### config.mk
export PLATFORM = sky130hd
export DESIGN_NAME = mem_stage
export DESIGN_NICKNAME = d
export VERILOG_FILES = /design/src/rtl/mem_stage.sv
export SDC_FILE = /design/constraint.sdc
export NUM_CORES = 1
export LEC_CHECK = 0
export ABC_CLOCK_PERIOD_IN_PS = 2700
export BUFFER_PORTS_ARGS = -buffer_cell sky130_fd_sc_hd__buf_2
export CAP_MARGIN = 0
export CORE_MARGIN = 5
export CORE_UTILIZATION = 40
export DETAILED_ROUTE_END_ITERATION = 16
export MAX_ROUTING_LAYER = met4
export PLACE_DENSITY = 0.67
export SETUP_SLACK_MARGIN = 0.3
export SYNTH_ARGS = -nofsm -noshare
export SYNTH_HDL_FRONTEND = slang
export SYNTH_SLANG_ARGS = --single-unit
export TNS_END_PERCENT = 100
### constraint.sdc
create_clock -name clk -period 2.7 [get_ports clk]
set_clock_uncertainty 0.2 [all_clocks]
set_input_delay 0.405 -clock clk [delete_from_list [all_inputs] [get_ports clk]]
set_output_delay 0.405 -clock clk [all_outputs]
set_load 0.005 [all_outputs]
### src/rtl/mem_stage.sv
// Memory pipeline stage: NONE passthrough, misalignment detection, and a single
// outstanding load/store on a req/ack bus with sign-extended load writeback.
module mem_stage #(
    parameter int unsigned DATA_W     = 32,
    parameter int unsigned REG_ADDR_W = 4
) (
    input  logic                  clk,
    input  logic                  rst_n,
    input  logic [REG_ADDR_W-1:0] in_rd_addr,
    input  logic [DATA_W-1:0]     in_rd_data,
    input  logic [2:0]            in_mem_op,
    input  logic [DATA_W-1:0]     in_mem_data,
    output logic                  stall,
    output logic                  bus_req,
    output logic                  bus_we,
    output logic [DATA_W-1:0]     bus_addr,
    output logic [3:0]            bus_be,
    output logic [DATA_W-1:0]     bus_wdata,
    input  logic [DATA_W-1:0]     bus_rdata,
    input  logic                  bus_ack,
    output logic                  wb_we,
    output logic [REG_ADDR_W-1:0] wb_rd_addr,
    output logic [DATA_W-1:0]     wb_rd_data,
    output logic                  misaligned
);

    localparam int unsigned OP_W = 3;
    localparam int unsigned BE_W = 4;

    localparam logic [OP_W-1:0] OP_NONE = 3'd0;
    localparam logic [OP_W-1:0] OP_LB   = 3'd1;
    localparam logic [OP_W-1:0] OP_LH   = 3'd2;
    localparam logic [OP_W-1:0] OP_LW   = 3'd3;
    localparam logic [OP_W-1:0] OP_SB   = 3'd4;
    localparam logic [OP_W-1:0] OP_SH   = 3'd5;
    localparam logic [OP_W-1:0] OP_SW   = 3'd6;

    typedef enum logic [0:0] {IDLE, BUSY} state_e;

    state_e                  state_q, state_d;
    logic [OP_W-1:0]         op_q, op_d;
    logic [REG_ADDR_W-1:0]   rd_addr_q, rd_addr_d;
    logic [1:0]              lane_q, lane_d;
    logic                    bus_req_q, bus_req_d;
    logic                    bus_we_q, bus_we_d;
    logic [DATA_W-1:0]       bus_addr_q, bus_addr_d;
    logic [BE_W-1:0]         bus_be_q, bus_be_d;
    logic [DATA_W-1:0]       bus_wdata_q, bus_wdata_d;
    logic                    wb_we_q, wb_we_d;
    logic [REG_ADDR_W-1:0]   wb_rd_addr_q, wb_rd_addr_d;
    logic [DATA_W-1:0]       wb_rd_data_q, wb_rd_data_d;
    logic                    misaligned_q, misaligned_d;

    logic                    in_is_load_c, in_is_store_c, in_is_mem_c, in_mis_c;
    logic                    ack_c, accept_c, start_c, load_done_c;
    logic [7:0]              lb_byte;
    logic [15:0]             lh_half;
    logic [DATA_W-1:0]       load_val;

    assign in_is_load_c  = (in_mem_op == OP_LB) || (in_mem_op == OP_LH) || (in_mem_op == OP_LW);
    assign in_is_store_c = (in_mem_op == OP_SB) || (in_mem_op == OP_SH) || (in_mem_op == OP_SW);
    assign in_is_mem_c   = in_is_load_c || in_is_store_c;
    assign in_mis_c      = (((in_mem_op == OP_LH) || (in_mem_op == OP_SH)) && in_rd_data[0])
                        || (((in_mem_op == OP_LW) || (in_mem_op == OP_SW)) && (in_rd_data[1:0] != 2'b00));

    // A new op is evaluated in IDLE or on the edge that completes the current transaction.
    assign ack_c       = (state_q == BUSY) && bus_ack;
    assign accept_c    = (state_q == IDLE) || ack_c;
    assign start_c     = accept_c && in_is_mem_c && !in_mis_c;
    assign load_done_c = ack_c && ((op_q == OP_LB) || (op_q == OP_LH) || (op_q == OP_LW));

    assign bus_req    = bus_req_q;
    assign bus_we     = bus_we_q;
    assign bus_addr   = bus_addr_q;
    assign bus_be     = bus_be_q;
    assign bus_wdata  = bus_wdata_q;
    assign wb_we      = wb_we_q;
    assign wb_rd_addr = wb_rd_addr_q;
    assign wb_rd_data = wb_rd_data_q;
    assign misaligned = misaligned_q;

    // FSM state register.
    always_ff @(posedge clk) begin
        if (!rst_n) begin
            state_q <= IDLE;
        end else begin
            state_q <= state_d;
        end
    end

    // FSM next state: an ack with a new aligned op chains straight into another transaction.
    always_comb begin
        state_d = state_q;
        case (state_q)
            IDLE:    if (start_c) state_d = BUSY;
            BUSY:    if (bus_ack) state_d = start_c ? BUSY : IDLE;
            default: state_d = IDLE;
        endcase
    end

    // Selected load lane, sign-extended to the data width.
    always_comb begin
        load_val = bus_rdata;
        lb_byte  = 8'(bus_rdata >> {lane_q, 3'b000});
        lh_half  = lane_q[1] ? 16'(bus_rdata >> 16) : 16'(bus_rdata);
        case (op_q)
            OP_LB:   load_val = {{(DATA_W-8){lb_byte[7]}}, lb_byte};
            OP_LH:   load_val = {{(DATA_W-16){lh_half[15]}}, lh_half};
            default: load_val = bus_rdata;
        endcase
    end

    // FSM outputs: stall, bus request setup, writeback and fault pulse.
    // A completing load owns the writeback port on its ack edge.
    always_comb begin
        op_d         = op_q;
        rd_addr_d    = rd_addr_q;
        lane_d       = lane_q;
        bus_req_d    = bus_req_q;
        bus_we_d     = bus_we_q;
        bus_addr_d   = bus_addr_q;
        bus_be_d     = bus_be_q;
        bus_wdata_d  = bus_wdata_q;
        wb_we_d      = 1'b0;
        wb_rd_addr_d = wb_rd_addr_q;
        wb_rd_data_d = wb_rd_data_q;
        misaligned_d = 1'b0;
        stall        = 1'b0;

        if (rst_n) begin
            stall = (state_q == BUSY) ? !bus_ack : start_c;
        end

        if (ack_c) begin
            bus_req_d = 1'b0;
            if (load_done_c) begin
                wb_we_d      = (rd_addr_q != '0);
                wb_rd_addr_d = rd_addr_q;
                wb_rd_data_d = load_val;
            end
        end

        if (accept_c) begin
            if (!in_is_mem_c) begin
                if (!load_done_c) begin
                    wb_we_d      = (in_rd_addr != '0);
                    wb_rd_addr_d = in_rd_addr;
                    wb_rd_data_d = in_rd_data;
                end
            end else if (in_mis_c) begin
                misaligned_d = 1'b1;
            end else begin
                op_d       = in_mem_op;
                rd_addr_d  = in_rd_addr;
                lane_d     = in_rd_data[1:0];
                bus_req_d  = 1'b1;
                bus_we_d   = in_is_store_c;
                bus_addr_d = {in_rd_data[DATA_W-1:2], 2'b00};
                case (in_mem_op)
                    OP_LB, OP_SB: bus_be_d = BE_W'(4'b0001 << in_rd_data[1:0]);
                    OP_LH, OP_SH: bus_be_d = BE_W'(4'b0011 << in_rd_data[1:0]);
                    default:      bus_be_d = BE_W'(4'b1111);
                endcase
                case (in_mem_op)
                    OP_SB:   bus_wdata_d = DATA_W'({4{in_mem_data[7:0]}});
                    OP_SH:   bus_wdata_d = DATA_W'({2{in_mem_data[15:0]}});
                    default: bus_wdata_d = in_mem_data;
                endcase
            end
        end
    end

    // Datapath and output registers.
    always_ff @(posedge clk) begin
        if (!rst_n) begin
            op_q         <= OP_NONE;
            rd_addr_q    <= '0;
            lane_q       <= '0;
            bus_req_q    <= 1'b0;
            bus_we_q     <= 1'b0;
            bus_addr_q   <= '0;
            bus_be_q     <= '0;
            bus_wdata_q  <= '0;
            wb_we_q      <= 1'b0;
            wb_rd_addr_q <= '0;
            wb_rd_data_q <= '0;
            misaligned_q <= 1'b0;
        end else begin
            op_q         <= op_d;
            rd_addr_q    <= rd_addr_d;
            lane_q       <= lane_d;
            bus_req_q    <= bus_req_d;
            bus_we_q     <= bus_we_d;
            bus_addr_q   <= bus_addr_d;
            bus_be_q     <= bus_be_d;
            bus_wdata_q  <= bus_wdata_d;
            wb_we_q      <= wb_we_d;
            wb_rd_addr_q <= wb_rd_addr_d;
            wb_rd_data_q <= wb_rd_data_d;
            misaligned_q <= misaligned_d;
        end
    end

endmodule
==> qor.csv <==
stage,metric,value,unit
worst_setup_path,Critical path origin,state_q,
yosys,Ys Warns,0,
routing,# DRC,0,
clock_network,clk slew on worst S/H paths,0.05,ns
finish,"Design Area, Final",7366,um2
worst_hold_path,hold_sp,in_rd_data[18],
run,max-cap viol count,0,
placement,post-DP HPWL,13.47,mm
sta,Max Fclk,0.4509,GHz
routing,1st-iter DRT viols,381,
floorplan,Rows,43,
sta,endpoints failing setup,0,
grt,vias in the first global route,5518,
grt,met2 Track Usage GR,0.3604,
worst_setup_path,Crit Path Class,flip-flop to output port,
placement,pre-CTS setup slack,0.4268,ns
routing,vias after detailed routing,5806,
floorplan,Ports,215,
floorplan,Die Y,128.3,um
worst_setup_path,type of origin of the critical path,flip-flop,
yosys,Netlist Area Pre-Place,5600,um2
grt,first-pass GRT wire length,29.70,mm
power_and_ir_drop,pwr/cell area,672.7,nW/um2
floorplan,core area,13830,um2
placement,Port Buffers,212,
sta,final worst slack,0.4821,ns
grt,antenna violations before repair,0,
sta,Tcrit/Tclk final,0.8215,
power_and_ir_drop,Lkg Pwr,0.003218,uW
clock_network,# H-tree levels,4,
worst_setup_path,Worst setup EP type,output port,
grt,GR Layer Usage met1,0.2979,
clock_network,total CTS buffers,17,
clock_network,Clock Latency Late Sink,0.41,ns
yosys,Seq cells post-synth,116,
sta,post-layout min period,2.218,ns
routing,drt first pass iters,5,
status,status,"complete, no violations",
finish,share of cells above drive strength 1,0.3478,
sta,setup_tns,0,ns
grt,all-layer global routing usage,0.2347,
worst_setup_path,Critical Path Fanout Max,4,
clock_network,post-cts gate resize count,0,
grt,global route overflow,0,
yosys,count of cell types in the netlist,51,
sta,RSZ-0062 raised after global routing,false,
routing,Vias/cell,5.626,
routing,drt wl/cell,18.67,um
finish,highest-count cells in the layout ignoring fill and taps,"buf_2 (212), dfxtp_1 (116), a21oi_1 (101)",
routing,Post-DRT Antenna Nets,0,
power_and_ir_drop,peak supply drop,374.3,uV
clock_network,TritonCTS clock tree,built,
sta,Slew headroom,0.5564,
yosys,top_reg_cell synth,dfxtp_1,
routing,final WL,19.27,mm
grt,largest net degree at the start of global routing,73,
grt,grt met3 use,0.05833,
finish,P&R area growth vs syn,31.52,%
worst_setup_path,Worst EP required,2.10,ns
sta,Slew Limit Fails,0,
finish,NumNets Final,945,
worst_hold_path,cell count of the worst hold path,3,
clock_network,CTS sink count,116,
clock_network,root buf cell,clkbuf_16,
floorplan,Die Wd,128.3,um
worst_setup_path,WP data arrival,1.61,ns
yosys,Post-synth EDFFs,0,
floorplan,die area,16470,um2
worst_hold_path,Min-Delay Path Class,input port to flip-flop,
grt,most used routing layer,met2,
placement,Post-DP Area,6809,um2
yosys,post-synthesis sequential area ratio,0.4147,
yosys,Syn Inst Count,658,
finish,"commonest non-fill, non-tap cell in the layout",buf_2,
finish,Layout fillers,1285,
worst_setup_path,r2r worst-path depth,4,
placement,placer's final routability congestion estimate,0.9017,
yosys,mean post-synth cell area,8.511,um2
clock_network,CTS Hold Bufs,0,
floorplan,Starting Density,0.4050,
yosys,asr flop ratio synth,0,
worst_setup_path,r2r startpoint,op_q[0],
clock_network,Clock Tree Buf Depth,2,
clock_network,postcts setup bufs,0,
sta,Worst-Margin Slew,0.6486,ns
sta,final hold vios,0,
## metrics by stage
step / hold slack (ns) / total power [uW] / util / cells
2_1_floorplan: 0.2527 / 2476 / - / 659
6_report: 0.06025 / 4955 / 0.5327 / 1032
5_1_grt: 0.05099 / 5200 / 0.5325 / 1031
3_3_place_gp: 0.2575 / 2860 / 0.4924 / 1000
3_5_place_dp: 0.2556 / 2871 / 0.4924 / 1000
4_1_cts: 0.04042 / 4990 / 0.5325 / 1031
## final timing paths
check	end	slack [ns]
max reg2reg	wb_rd_data[4]	0.53
min reg2reg	wb_rd_data[22]	0.27
max	stall	0.48
min	bus_addr[18]	0.06
## per-layer routing
metal | share of wire | up-vias
met5 | 0 | -
met4 | 0.024 | 0
met3 | 0.070 | 29
met2 | 0.48 | 232
met1 | 0.43 | 2751
li1 | - | 2794
## area by class of cell
| type | count | area [um2] | share of cell area |
|---|---|---|---|
| antenna | 1 | 2.502 | 0.0003397 |
| inverter | 2 | 8.758 | 0.001189 |
| sequential | 116 | 2322 | 0.3153 |
| tap | 180 | 225.2 | 0.03058 |
| clock buffer | 22 | 474.2 | 0.06438 |
| timing repair buffer | 232 | 1274 | 0.1729 |
| clock inverter | 9 | 80.08 | 0.01087 |
| multi-input combinational | 470 | 2979 | 0.4045 |
## sequential cells by signal, indices dropped and copies added (netlist names)
| signal | count |
|---|---|
| lane_q | 2 |
| bus_be | 4 |
| wb_rd_data | 32 |
| op_q | 3 |
| wb_we | 1 |
| bus_req | 1 |
| wb_rd_addr | 4 |
| bus_we | 1 |
| bus_addr | 30 |
| rd_addr_q | 4 |
| misaligned | 1 |
| bus_wdata | 32 |
| state_q | 1 |
## critical path: stages (launching register included)
cell and delay [ns]:
dfxtp_1 0.37, nand2b_1 0.17, o21ai_0 0.12, a31oi_1 0.09, nor3b_1 0.29, buf_2 0.17
## cells by family after synthesis
family          share of synthesized area
simple gates                       0.1405
flops                              0.4147
buf+inv                           0.06010
xor+xnor                         0.001564
compound gates                     0.2840
mux                               0.09853
other cells                     0.0006696
## power by group
group | internal (uW) | total, uW | switching, uW
sequential | 1860 | 1930 | 76.9
clock | 1320 | 2110 | 788
combinational | 384 | 909 | 525
total | 3570 | 4950 | 1390
## cells in the mapped netlist, types with 4 or more instances
| cell type | n | share of area |
|---|---|---|
| o221a_2 | 4 | 0.0080 |
| nand3_1 | 48 | 0.043 |
| nor2b_1 | 5 | 0.0056 |
| o2111ai_1 | 8 | 0.013 |
| buf_2 | 19 | 0.017 |
| nand2_1 | 66 | 0.044 |
| a21oi_1 | 101 | 0.090 |
| dfxtp_1 | 116 | 0.41 |
| o21ai_1 | 6 | 0.0054 |
| a31oi_1 | 5 | 0.0056 |
| a221oi_1 | 20 | 0.031 |
| nand2b_1 | 4 | 0.0045 |
| o21ai_0 | 57 | 0.051 |
| nor2_1 | 21 | 0.014 |
| mux2i_1 | 45 | 0.080 |
| a211oi_1 | 23 | 0.031 |
| a221oi_2 | 10 | 0.027 |
| clkbuf_1 | 46 | 0.031 |
| mux2_2 | 7 | 0.014 |
Power figures use the tool's default switching activity.
